`config.mk`:
```
export PLATFORM = sky130hd
export DESIGN_NAME = bin2digit_tx
export DESIGN_NICKNAME = d
export VERILOG_FILES = /design/src/rtl/bin2digit_tx.sv
export SDC_FILE = /design/constraint.sdc
export NUM_CORES = 1
export LEC_CHECK = 0
export CAP_MARGIN = 0
export CORE_MARGIN = 2
export CORE_UTILIZATION = 53
export DETAILED_ROUTE_END_ITERATION = 10
export HOLD_SLACK_MARGIN = 0.12
export PLACE_DENSITY = 0.87
export SYNTH_ARGS = -nofsm -noshare
export SYNTH_HDL_FRONTEND = slang
export SYNTH_SLANG_ARGS = --single-unit
```
`constraint.sdc`:
```
create_clock -name clk -period 2.3 [get_ports clk]
set_clock_uncertainty 0.2 [all_clocks]
set_input_delay 0.23 -clock clk [delete_from_list [all_inputs] [get_ports clk]]
set_output_delay 0.23 -clock clk [all_outputs]
set_load 0.03 [all_outputs]
```
`src/rtl/bin2digit_tx.sv`:
```
// Binary-to-BCD converter (iterative double-dabble, one bit per clock) that then
// streams the decimal digits most-significant first over a valid/ready handshake.
module bin2digit_tx #(
  parameter int DATA_W      = 16,
  parameter int DIGITS      = 5,
  parameter int SUPPRESS_LZ = 0
) (
  input  logic                  clk,
  input  logic                  rst,
  input  logic                  start,
  input  logic [DATA_W-1:0]     value,
  output logic                  busy,
  output logic [4*DIGITS-1:0]   bcd,
  output logic [3:0]            digit,
  output logic                  digit_valid,
  input  logic                  digit_ready,
  output logic                  digit_last,
  output logic                  done,
  output logic [1:0]            fsm_state
);

  localparam int BCD_W = 4 * DIGITS;
  localparam int CNT_W = $clog2(DATA_W + 1);
  localparam int IDX_W = (DIGITS > 1) ? $clog2(DIGITS) : 1;

  typedef enum logic [1:0] {
    IDLE    = 2'd0,
    CONVERT = 2'd1,
    SEND    = 2'd2
  } state_t;

  state_t            state_q;
  logic [DATA_W-1:0] shift_q;
  logic [CNT_W-1:0]  cnt_q;
  logic [IDX_W-1:0]  idx_q;

  logic [BCD_W-1:0]  adj;
  logic [BCD_W-1:0]  bcd_nxt;
  logic [IDX_W-1:0]  first_idx;
  logic [IDX_W-1:0]  idx_dec;

  function automatic logic [3:0] nib_at(input logic [BCD_W-1:0] b, input logic [IDX_W-1:0] i);
    logic [3:0] r;
    r = 4'd0;
    for (int k = 0; k < DIGITS; k++)
      if (i == IDX_W'(k)) r = b[4*k +: 4];
    return r;
  endfunction

  // One double-dabble step: +3 on digits >= 5, then shift the operand MSB in.
  always_comb begin
    adj = bcd;
    for (int k = 0; k < DIGITS; k++)
      if (bcd[4*k +: 4] >= 4'd5) adj[4*k +: 4] = bcd[4*k +: 4] + 4'd3;
    bcd_nxt = {adj[BCD_W-2:0], shift_q[DATA_W-1]};
  end

  // First digit to send is chosen from the final BCD value of the last iteration.
  always_comb begin
    first_idx = '0;
    if (SUPPRESS_LZ == 0) first_idx = IDX_W'(DIGITS - 1);
    else
      for (int k = 0; k < DIGITS; k++)
        if (bcd_nxt[4*k +: 4] != 4'd0) first_idx = IDX_W'(k);
  end

  assign idx_dec   = idx_q - 1'b1;
  assign fsm_state = state_q;

  // Handshake: a digit moves on any cycle with digit_valid && digit_ready; while
  // ready is low digit/digit_last hold and valid stays high until the transfer.
  always_ff @(posedge clk or negedge rst) begin
    if (!rst) begin
      state_q     <= IDLE;
      shift_q     <= '0;
      cnt_q       <= '0;
      idx_q       <= '0;
      busy        <= 1'b0;
      bcd         <= '0;
      digit       <= 4'd0;
      digit_valid <= 1'b0;
      digit_last  <= 1'b0;
      done        <= 1'b0;
    end else begin
      done <= 1'b0;
      case (state_q)
        IDLE: begin
          if (start) begin
            shift_q <= value;
            bcd     <= '0;
            cnt_q   <= CNT_W'(DATA_W);
            busy    <= 1'b1;
            state_q <= CONVERT;
          end
        end
        CONVERT: begin
          bcd     <= bcd_nxt;
          shift_q <= {shift_q[DATA_W-2:0], 1'b0};
          cnt_q   <= cnt_q - 1'b1;
          if (cnt_q == CNT_W'(1)) begin
            state_q     <= SEND;
            idx_q       <= first_idx;
            digit       <= nib_at(bcd_nxt, first_idx);
            digit_valid <= 1'b1;
            digit_last  <= (first_idx == '0);
          end
        end
        SEND: begin
          if (digit_ready) begin
            if (digit_last) begin
              state_q     <= IDLE;
              busy        <= 1'b0;
              digit       <= 4'd0;
              digit_valid <= 1'b0;
              digit_last  <= 1'b0;
              done        <= 1'b1;
            end else begin
              idx_q      <= idx_dec;
              digit      <= nib_at(bcd, idx_dec);
              digit_last <= (idx_dec == '0);
            end
          end
        end
        default: state_q <= IDLE;
      endcase
    end
  end

endmodule

```
## After elaboration in Yosys (flattened, before gate mapping)

Cells that the tools add are included.

- Add/sub/neg operators: 7
- Order comparisons: 5
- Eq/ne operators: 12
- Multiplexer cells: 42
- Reduce and logical (&&, ||, !) cells: 11

Operators with widths:

| operator | count |
|---|---|
| 2-to-1 mux 4 bit | 12 |
| one-hot mux 20 bit (2 select lines) | 1 |
| one-hot mux 16 bit (2 select lines) | 1 |
| greater-or-equal comparator 4 x 3 -> 1 bit, second input constant | 5 |
| 2-to-1 mux 20 bit | 1 |
| adder 4 x 2 -> 4 bit, second input constant | 4 |
| 2-to-1 mux 16 bit | 1 |
| AND reduction 4 bit | 4 |
| 2-to-1 mux 3 bit | 4 |
| 2-to-1 mux 1 bit | 10 |
| != test 2 bit, second input constant | 5 |
| one-hot mux 5 bit (2 select lines) | 1 |
| 2-to-1 mux 2 bit | 4 |
| one-hot mux 4 bit (2 select lines) | 1 |
| == test 3 x 2 -> 1 bit, second input constant | 2 |
| one-hot mux 1 bit (2 select lines) | 3 |
| one-hot mux 2 bit (3 select lines) | 1 |
| one-hot mux 3 bit (2 select lines) | 1 |
| nonzero test 2 bit | 3 |
| == test 5 x 1 -> 1 bit, second input constant | 1 |
| 2-to-1 mux 5 bit | 1 |
| subtractor 5 x 1 -> 5 bit, second input constant | 1 |
| adder 3 x 2 -> 3 bit, second input constant | 1 |
| == test 3 x 1 -> 1 bit, second input constant | 1 |
| other kinds (8) | 8 |

- Register bits after elaboration: 54

## Depth between registers and ports, before layout

Gate-level depths: netlist (run 1).

- Word-level depth: 10
- Gate-level depth with buffers: 7
- Gate-level depth less buffers: 6

## Least setup slack after synthesis (run 1)

OpenSTA, ideal clock, no wires.

- Kind: register to register
- Start: register bcd[17]
- End: register digit[2]
- Arrival time: 1.664 ns
- Required time: 2.010 ns
- Path slack: 0.346 ns
- Cell stages (with the launch flop): 7
- Buffers on the path: 0
- Clock period less this slack: 1.954 ns
- Path through: dfrtp_1 inv_1 ha_1 nand2b_1 a21oi_1 mux2_2 o221ai_1

- Longest elaborated chain between the ends: 4

RTL lines:

| item | line | RTL |
|---|---|---|
| start: declaration | 13 | `output logic [4*DIGITS-1:0] bcd,` |
| start signal: assignment | 97 | `bcd <= bcd_nxt;` |
| greater-or-equal comparator 4 x 3 -> 1 bit / adder 3 x 2 -> 3 bit (equally long branches) | 54 | `if (bcd[4*k +: 4] >= 4'd5) adj[4*k +: 4] = bcd[4*k +: 4] + 4'd3;` |
| 2-to-1 mux 3 bit * | 54 |  |
| 2-to-1 mux 4 bit * | 100 | `if (cnt_q == CNT_W'(1)) begin` |
| one-hot mux 4 bit (2 select lines) * | 86 | `case (state_q)` |
| end signal: assignment | 103 | `digit <= nib_at(bcd_nxt, first_idx);` |
| end signal: assignment | 119 | `digit <= nib_at(bcd, idx_dec);` |
| end: declaration | 14 | `output logic [3:0] digit,` |

Mark *: on every way between the ends. The rest lies on a longest branch, timed or not. The select of a mux whose other input is x is not followed.
A chain may end at the register's enable or synchronous reset.

## Worst setup path after layout (run 1)

- Start: register bcd[15]
- End: output port bcd[15]

No word-level cell between the ends.

==> impl_metrics.csv, run 1 <==
group,metric,value,unit
drt,detail_route.first_pass.iterations,4,
logic_synthesis,synth_cell_types,48,
sta,hold_viol,0,
drt,postRouteAntennaNets,0,
cts,clkTransAtPathRegs,110,ps
logic_synthesis,syn-num-nets,351,
logic_synthesis,synth_seq_cells,54,
cts,tritoncts,"done",
global_route,antenna_found_initial,0,
logic_synthesis,syn_area_per_cell,9.67,sq um
finish,final.fill_count,395,
floorplan,pin_count,50,
floorplan,start_util,0.551,
place,io_buffers,49,
drt,num_vias,2579,
sta,fin_setup_tns,0,ps
setup_path,cp_max_fo,9,
drt,wirelength,7.15,mm
finish,drive_above_1_share,0.103,
floorplan,fp.dieW,79.7,microns
logic_synthesis,yosysTopAreaCellShare,0.445,
drt,drc_errors,0,
place,hpwl,5.09,mm
flow_run,maxCapViolCount,0,
sta,period_share,0.907,
logic_synthesis,synth.largest_area_cell,"dfrtp_1",
outcome,status,"complete, no violations",
sta,setup_viol_count_final,0,
drt,viasPerCell,5.86,
setup_path,path_cells,"clkdlybuf4s50_1",
setup_path,max_stage_delay,760,ps
logic_synthesis,synth_area,3040,sq um
cts,cts.sinks,54,
finish,seqCellArea,1350,sq um
cts,cts_root_buf,"clkbuf_8",
place,place_inst,431,
global_route,grt_pass1_wl,12.3,mm
finish,multi_input_area,1540,sq um
cts,cts.repair.resized,0,
cts,cts_buffer_depth,2,
setup_path,endpoint_kind,"output pin",
setup_path,start_kind,"register",
floorplan,die_area,6350,sq um
sta,period_minus_slack,2090,ps
sta,tightest_slew,416,ps
setup_path,path_buf_inv,1,
finish,diodes,0,
place,gp_congestion,0.883,
floorplan,rows,27,
drt,drt_iter0_drc,311,
logic_synthesis,ys.warnings.count,0,
sta,hold_slack,176,ps
pwr,leakage,1.63,nW
drt,wl_per_cell,16.3,microns
sta,slew_violations,0,
setup_path,required,1870,ps
global_route,grt_max_degree,28,
sta,rsz0062_at_grt,"no",
cts,cts_max_level,2,
setup_path,slowest_stage,"clkdlybuf4s50_1",
global_route,grt-ovfl-total,0,
global_route,grt_use_total,0.246,
pwr,p_per_area,1380,nW/um^2
finish,nNetsFinal,404,
setup_path,crit_family,"buffers and inverters",
global_route,grt_pass1_vias,2580,
floorplan,core,5510,sq um
worst_hold_path,hp-class,"in -> async",
pwr,vdd_drop_max,0.000822,V
sta,slew_headroom,0.723,
logic_synthesis,synth-seq-area-share,0.445,
cts,numCtsBuffers,5,
setup_path,crit_arrival,1660,ps
pwr,finalPower,5.25,mW
finish,area_growth,24.9,%
floorplan,die_height,79.7,microns
finish,final_cell_mix,"54 x dfrtp_1, 48 x clkdlybuf4s50_1, 43 x nand2_1",
cts,clock_latency,320,ps
sta,max_freq,479,MHz
logic_synthesis,syn_inst,314,
finish,layout.cells.non_filler,440,
finish,final_common_cell,"dfrtp_1",
logic_synthesis,yosys-top-cells-area,"dfrtp_1 45%, ha_1 7.0%, nand2_1 5.3%, o21ai_1 4.0%, a21oi_1 3.5%",
setup_path,path_class,"reg -> out",
[what timing repair did]
item                                   in CTS  in global routing
endpoints found under the hold margin      54                  0
buffers inserted                            0                  0
hold buffers                                1                  0
[worst paths after layout]
kind / depth (start not counted) / slack, ps / end / from
setup / recovery: 1 / 210 / bcd[15] / bcd[15]$_DFFE_PN0P_
hold / removal: 2 / 180 / shift_q[14]$_DFFE_PN0P_ / rst
setup reg to reg: 6 / 260 / digit[1]$_DFFE_PN0P_ / idx_q[0]$_DFFE_PN0P_
hold reg to reg: 2 / 290 / shift_q[3]$_DFFE_PN0P_ / shift_q[3]$_DFFE_PN0P_
max in group asynchronous: 3 / 1150 / bcd[10]$_DFFE_PN0P_ / rst
min in group clk: 3 / 250 / shift_q[0]$_DFFE_PN0P_ / value[0]
[worst reg2reg max path: stages, from the launching register on]
cell and delay (ps):
dfrtp_1 420, inv_1 110, ha_1 260, xor2_2 380, nor2_2 110, a221oi_2 300, o221ai_1 150
[sequential cells by signal, indices dropped and copies added, names as in the netlist, 2 cells and up]
register   flops
shift_q       16
fsm_state      2
bcd           20
digit          4
idx_q          3
cnt_q          5
[area by class of cell]
cell class,instances,area share
Inverter,18,0.0178
Clock buffer,6,0.0218
Timing Repair Buffer,61,0.159
Sequential cell,54,0.356
Clock inverter,2,0.0158
Multi-Input combinational cell,227,0.405
Tap cell,72,0.0238
[power breakdown]
| group | leakage (nW) | switching, mW | internal [mW] |
|---|---|---|---|
| Combinational | 0.877 | 1.56 | 1.20 |
| Sequential | 0.682 | 0.387 | 1.31 |
| Clock | 0.0714 | 0.320 | 0.464 |
| Total | 1.63 | 2.26 | 2.98 |
[cell usage after synthesis (all sizes together)]
cell type and count:
xor2 4, a22o 1, or4 1, mux2i 1, a21o 1, a221oi 4, nor3b 2, mux2 5
o21a 1, nand2b 8, a211oi 2, ha 17, nor2b 6, inv 18, o32ai 3, dfrtp 54
nand4bb 1, nor2 6, and2b 1, nand2 43, nor3 6, buf 7, o22ai 7, nor4b 2
o21bai 2, and2 2, o21ai 40, nand3 6, a21oi 21, o221ai 2, o31ai 5, a32o 4
and3b 8, a22oi 8, clkbuf 8, nand3b 1, xnor2 6
[cells by family (layout without fill, tap and decap cells)]
kind of cell,Yosys count,count (layout),synth area share
fa+ha+maj,17,17,0.0701
simple gates,93,93,0.168
xor+xnor,10,10,0.0313
flops,54,54,0.445
buf+inv,33,87,0.0482
compound gates,101,101,0.215
mux,6,6,0.0218
[metrics by stage]
step           cell area, sq um   util  worst slack, ps
2_1_floorplan              3040      -              346
3_3_place_gp               3640  0.661              380
3_5_place_dp               3640  0.661              292
4_1_cts                    3790  0.689              234
5_1_grt                    3790  0.689             79.4
6_report                   3790  0.689              213
[metal layers]
layer  vias up  share of wire  track usage
met5         -              0            0
met4         0          0.019       0.0914
met3        16          0.058       0.0464
met2        96           0.49        0.387
met1      1247           0.43        0.338
li1       1220              -            -
Power figures use the tool's default switching activity.
==> run 2, diff against run 1 <==
- CELL_PAD_IN_SITES_DETAIL_PLACEMENT: unset -> 1
- CELL_PAD_IN_SITES_GLOBAL_PLACEMENT: unset -> 1
- CORE_UTILIZATION: 53 -> 41
- HOLD_SLACK_MARGIN: 0.12 -> unset
- PLACE_DENSITY: 0.87 -> 0.88
- TNS_END_PERCENT: unset -> 100
==> impl_metrics.csv, run 2 (synthesis results as in run 1) <==
group,metric,value,unit
outcome,status,"complete, no violations",
finish,final_cell_mix,"54 x dfrtp_1, 48 x clkdlybuf4s50_1, 43 x nand2_1",
finish,final_common_cell,"dfrtp_1",
setup_path,cp_max_fo,9,
finish,seqCellArea,1350,sq um
cts,clkTransAtPathRegs,100,ps
global_route,antenna_found_initial,0,
place,gp_congestion,0.818,
global_route,grt-ovfl-total,0,
setup_path,rr_worst_depth,6,
global_route,grt_pass1_wl,14.4,mm
pwr,p_per_area,1350,nW/um^2
pwr,leakage,1.61,nW
drt,num_vias,2595,
place,pre_cts_ws,205,ps
finish,stdcell_area,3770,sq um
setup_path,endpoint_kind,"register",
place,place_inst,458,
place,dpl_cell_area,3670,sq um
drt,postRouteAntennaNets,0,
cts,clock_latency,310,ps
finish,nNetsFinal,404,
sta,fin_setup_tns,0,ps
drt,drc_errors,0,
pwr,p_sw_frac,0.459,
floorplan,rows,31,
place,hpwl,6.02,mm
cts,holdBufCountCts,1,
sta,tightest_slew,557,ps
drt,drt_iter0_drc,132,
floorplan,start_util,0.421,
drt,wl_per_cell,18.4,microns
sta,max_freq,461,MHz
sta,hold_slack,231,ps
finish,drive_above_1_share,0.101,
setup_path,required,2280,ps
sta,slew_headroom,0.629,
pwr,seq_power_share,0.339,
pwr,p_comb_frac,0.550,
finish,final.fill_count,841,
finish,utilization,0.523,
finish,layout.cells.non_filler,467,
setup_path,crit_arrival,2150,ps
finish,largest_reg_flops,20,
sta,setup_viol_count_final,0,
setup_path,r2r_start,"idx_q[0]$_DFFE_PN0P_",
sta,hold_viol,0,
pwr,p_int,2.77,mW
floorplan,core,7210,sq um
global_route,grt_use_total,0.218,
cts,cts_root_buf,"clkbuf_8",
global_route,grt_max_degree,33,
pwr,finalPower,5.11,mW
drt,detail_route.first_pass.iterations,4,
cts,tritoncts,"done",
sta,rsz0062_at_grt,"no",
cts,cts_buffer_depth,2,
cts,cts_max_level,2,
worst_hold_path,hp-class,"in -> async",
floorplan,die_area,8110,sq um
pwr,power_switching,2.35,mW
flow_run,maxCapViolCount,0,
setup_path,start_kind,"register",
finish,reg.largest.list,"bcd x20, shift_q x16, cnt_q x5",
cts,cts.repair.resized,0,
pwr,pwr-share-clk,0.110,
sta,period_share,0.943,
place,io_buffers,49,
finish,diodes,0,
cts,cts_setup_buffers,0,
setup_path,r2r_end,"digit[2]$_DFFE_PN0P_",
finish,max_flop_register,"bcd",
cts,numCtsBuffers,5,
pwr,vdd_drop_max,0.000598,V
setup_path,path_class,"reg -> reg",
sta,slew_violations,0,
finish,area_growth,24.4,%
setup_path,ff2ff_setup_slack,130,ps
finish,multi_input_area,1540,sq um
global_route,grt_pass1_vias,2764,
setup_path,startpoint,"idx_q[0]$_DFFE_PN0P_",
drt,wirelength,8.58,mm
drt,viasPerCell,5.56,
floorplan,pin_count,50,
floorplan,die_height,90.0,microns
floorplan,fp.dieW,90.0,microns
sta,setup_slack,130,ps
cts,cts.sinks,54,
sta,period_minus_slack,2170,ps
## run 2: worst max-delay path by stage
stage	end	slack (ps)	cells past startpoint
3_3_place_gp	bcd[15]$_DFFE_PN0P_	350	6
3_5_place_dp	digit[2]$_DFFE_PN0P_	200	6
6_report	digit[2]$_DFFE_PN0P_	130	6
5_1_grt	digit[2]$_DFFE_PN0P_	3	6
2_1_floorplan	digit[2]$_DFFE_PN0P_	350	6
4_1_cts	digit[2]$_DFFE_PN0P_	130	6
## run 2: final cells by class
type,count,area share
clock buffer,7,0.0229
clock inverter,1,0.00133
inverter,18,0.0179
multi-input combinational,227,0.407
sequential,54,0.358
tap,99,0.0328
timing repair buffer,61,0.160
## run 2: power groups by stage
stage | logic (mW) | registers (mW) | clock network [mW]
final | 2.82 | 1.73 | 0.564
after CTS | 2.83 | 1.73 | 0.563
after detailed placement | 2.78 | 1.75 | 0
after global routing | 3.07 | 1.79 | 0.608
after floorplan | 1.57 | 1.96 | 0
after global placement | 2.65 | 1.72 | 0
## run 2: routing by layer
layer,vias to the layer above,share of wire,wire length (microns),global-route usage
li1,1218,-,-,-
met5,-,0,0,0
met2,55,0.51,4370,0.386
met4,0,0.018,153,0.0641
met3,16,0.037,320,0.0352
met1,1306,0.44,3740,0.275
## run 2: critical path, stage by stage (launching register included)
cell and delay [ps]:
dfrtp_1 460, inv_1 120, ha_1 270, xor2_2 390, nor3_1 130, a221oi_2 300, o221ai_1 170
==> patch: new RTL, flow settings as in run 2 <==
Put one more register stage on the output `digit_valid`, without a reset. The value now appears one clock later. The other outputs are not delayed to match. Comments in the files are not updated.
--- a/src/rtl/bin2digit_tx.sv
+++ b/src/rtl/bin2digit_tx.sv
@@ -30,2 +30,4 @@
   } state_t;
+
+  logic digit_valid_s0;
 
@@ -80,3 +82,3 @@
       digit       <= 4'd0;
-      digit_valid <= 1'b0;
+      digit_valid_s0 <= 1'b0;
       digit_last  <= 1'b0;
@@ -103,3 +105,3 @@
             digit       <= nib_at(bcd_nxt, first_idx);
-            digit_valid <= 1'b1;
+            digit_valid_s0 <= 1'b1;
             digit_last  <= (first_idx == '0);
@@ -113,3 +115,3 @@
               digit       <= 4'd0;
-              digit_valid <= 1'b0;
+              digit_valid_s0 <= 1'b0;
               digit_last  <= 1'b0;
@@ -128,2 +130,6 @@
 
+  always_ff @(posedge clk) begin
+    digit_valid <= digit_valid_s0;
+  end
+
 endmodule
Behaviour: same outputs for any inputs over 10 cycles, from zero or initial values and one cycle with rst low; that may be too few to reach the edited logic, so the function may still have changed.
==> patch against run 2 <==
- wire length shrank 3.5%
- synthesized area grew 0.66%
- total power shrank 1.0%
- sequential cell count grew 1
- maximum frequency grew 2.1%
- setup slack gained 0.045 ns
- synthesized cell count grew 0.32%
- final area is the same
==> patch: results (changes against run 2) <==
{| class="wikitable"
! Metric !! Value
|-
| Arrival time of the worst setup path || 2.10 ns (-0.05 ns)
|-
| Worst hold path class || reg -> reg
|-
| Sequential-to-total area share from yosys stat || 44.9% (+0.36 points)
|-
| Synthesized-area fraction occupied by adder cells || 6.96% (-0.046 points)
|-
| Total nets after synthesis || 352 (+0.28%)
|-
| Post-detailed-placement half-perimeter wirelength || 5.78 mm (-4.0%)
|-
| Average vias per placed instance || 5.56 (+0.13%)
|-
| Number of design-rule violations left by the first detailed-router iteration || 162 (+23%)
|-
| Xor and xnor fraction of the mapped netlist area || 3.11% (-0.021 points)
|-
| CP peak stage delay || 0.42 ns (-0.04 ns)
|-
| First-pass GRT wire length || 14.0 mm (-2.8%)
|-
| Leading cell types by total area after synthesis || dfrtp_1 (44%), ha_1 (7.0%), nand2_1 (5.3%)
|-
| Routability congestion estimate from global placement || 0.806 (-1.5%)
|-
| Layout Nets || 405 (+0.25%)
|-
| Overall routing resource usage || 21.2% (-0.63 points)
|-
| Inserted Clock Buffers || 5 (unchanged)
|-
| FFs w/ async S/R, synth || 98.2% (-1.8 points)
|-
| Status || finished, final reports clean
|-
| Number of unique standard cell types used by synthesis || 49 (+2.1%)
|-
| Via count of the first global-routing pass || 2749 (-0.54%)
|-
| Final-layout fill cell count || 842 (+0.12%)
|-
| Portion of netlist area occupied by mux cells || 2.17% (-0.014 points)
|-
| Total detailed-routing wirelength || 8.28 mm (-3.5%)
|-
| Area fraction in compound gates after synthesis || 21.4% (-0.14 points)
|-
| VDD IR max || 487 uV (-19%)
|-
| Internal Pwr Total || 2.73 mW (-1.4%)
|-
| Worst slew slack as a fraction of its limit || 62.1% (-0.79 points)
|}
-- patch: layout make-up --
| class | instances | area, um^2 | share of cell area, % |
|---|---|---|---|
| flip-flops and latches | 55 | 1370 | 36.3 |
| clock buffers | 5 | 68.8 | 1.82 |
| repair buffers | 61 | 591 | 15.6 |
| inverters | 18 | 67.6 | 1.79 |
| clock inverters | 3 | 15.0 | 0.398 |
| well taps | 99 | 124 | 3.28 |
| multi-input cells | 227 | 1540 | 40.7 |
-- patch: path summary, 6_finish.rpt --
path / start / to / slack [ns] / cells after the start
worst min register to register: digit_valid_s0 / digit_valid / 0.18 / 0
worst max register to register: idx_q[0] / digit[1] / 0.17 / 6
min in group asynchronous: rst / bcd[3] / 0.24 / 2
worst min-delay path: digit_valid_s0 / digit_valid / 0.18 / 0
max in group asynchronous: rst / digit[1] / 1.09 / 3
worst max-delay path: idx_q[0] / digit[1] / 0.17 / 6
-- patch: layer usage --
metal / wire length, um / track usage (%)
met3: 222 / 3.26
met4: 133 / 6.15
met1: 3750 / 27.2
met5: 0 / 0
met2: 4180 / 37.2
-- patch: stage by stage --
stage / hold WS [ns] / instances / total power, mW / util [%] / cell area, um^2
after floorplan: -0.266 / 315 / 3.55 / - / 3060
after global placement: 0.0502 / 459 / 4.36 / 50.8 / 3680
after detailed placement: 0.0552 / 459 / 4.52 / 50.8 / 3680
after CTS: 0.181 / 468 / 5.08 / 52.0 / 3770
after global routing: 0.205 / 468 / 5.43 / 52.0 / 3770
final: 0.177 / 468 / 5.06 / 52.0 / 3770
-- patch: power groups by stage --
stage	logic [mW]	clock network, mW	registers, mW
after floorplan	1.57	0	1.98
after global placement	2.64	0	1.72
after detailed placement	2.77	0	1.75
after CTS	2.80	0.539	1.73
after global routing	3.07	0.573	1.79
final	2.79	0.535	1.74
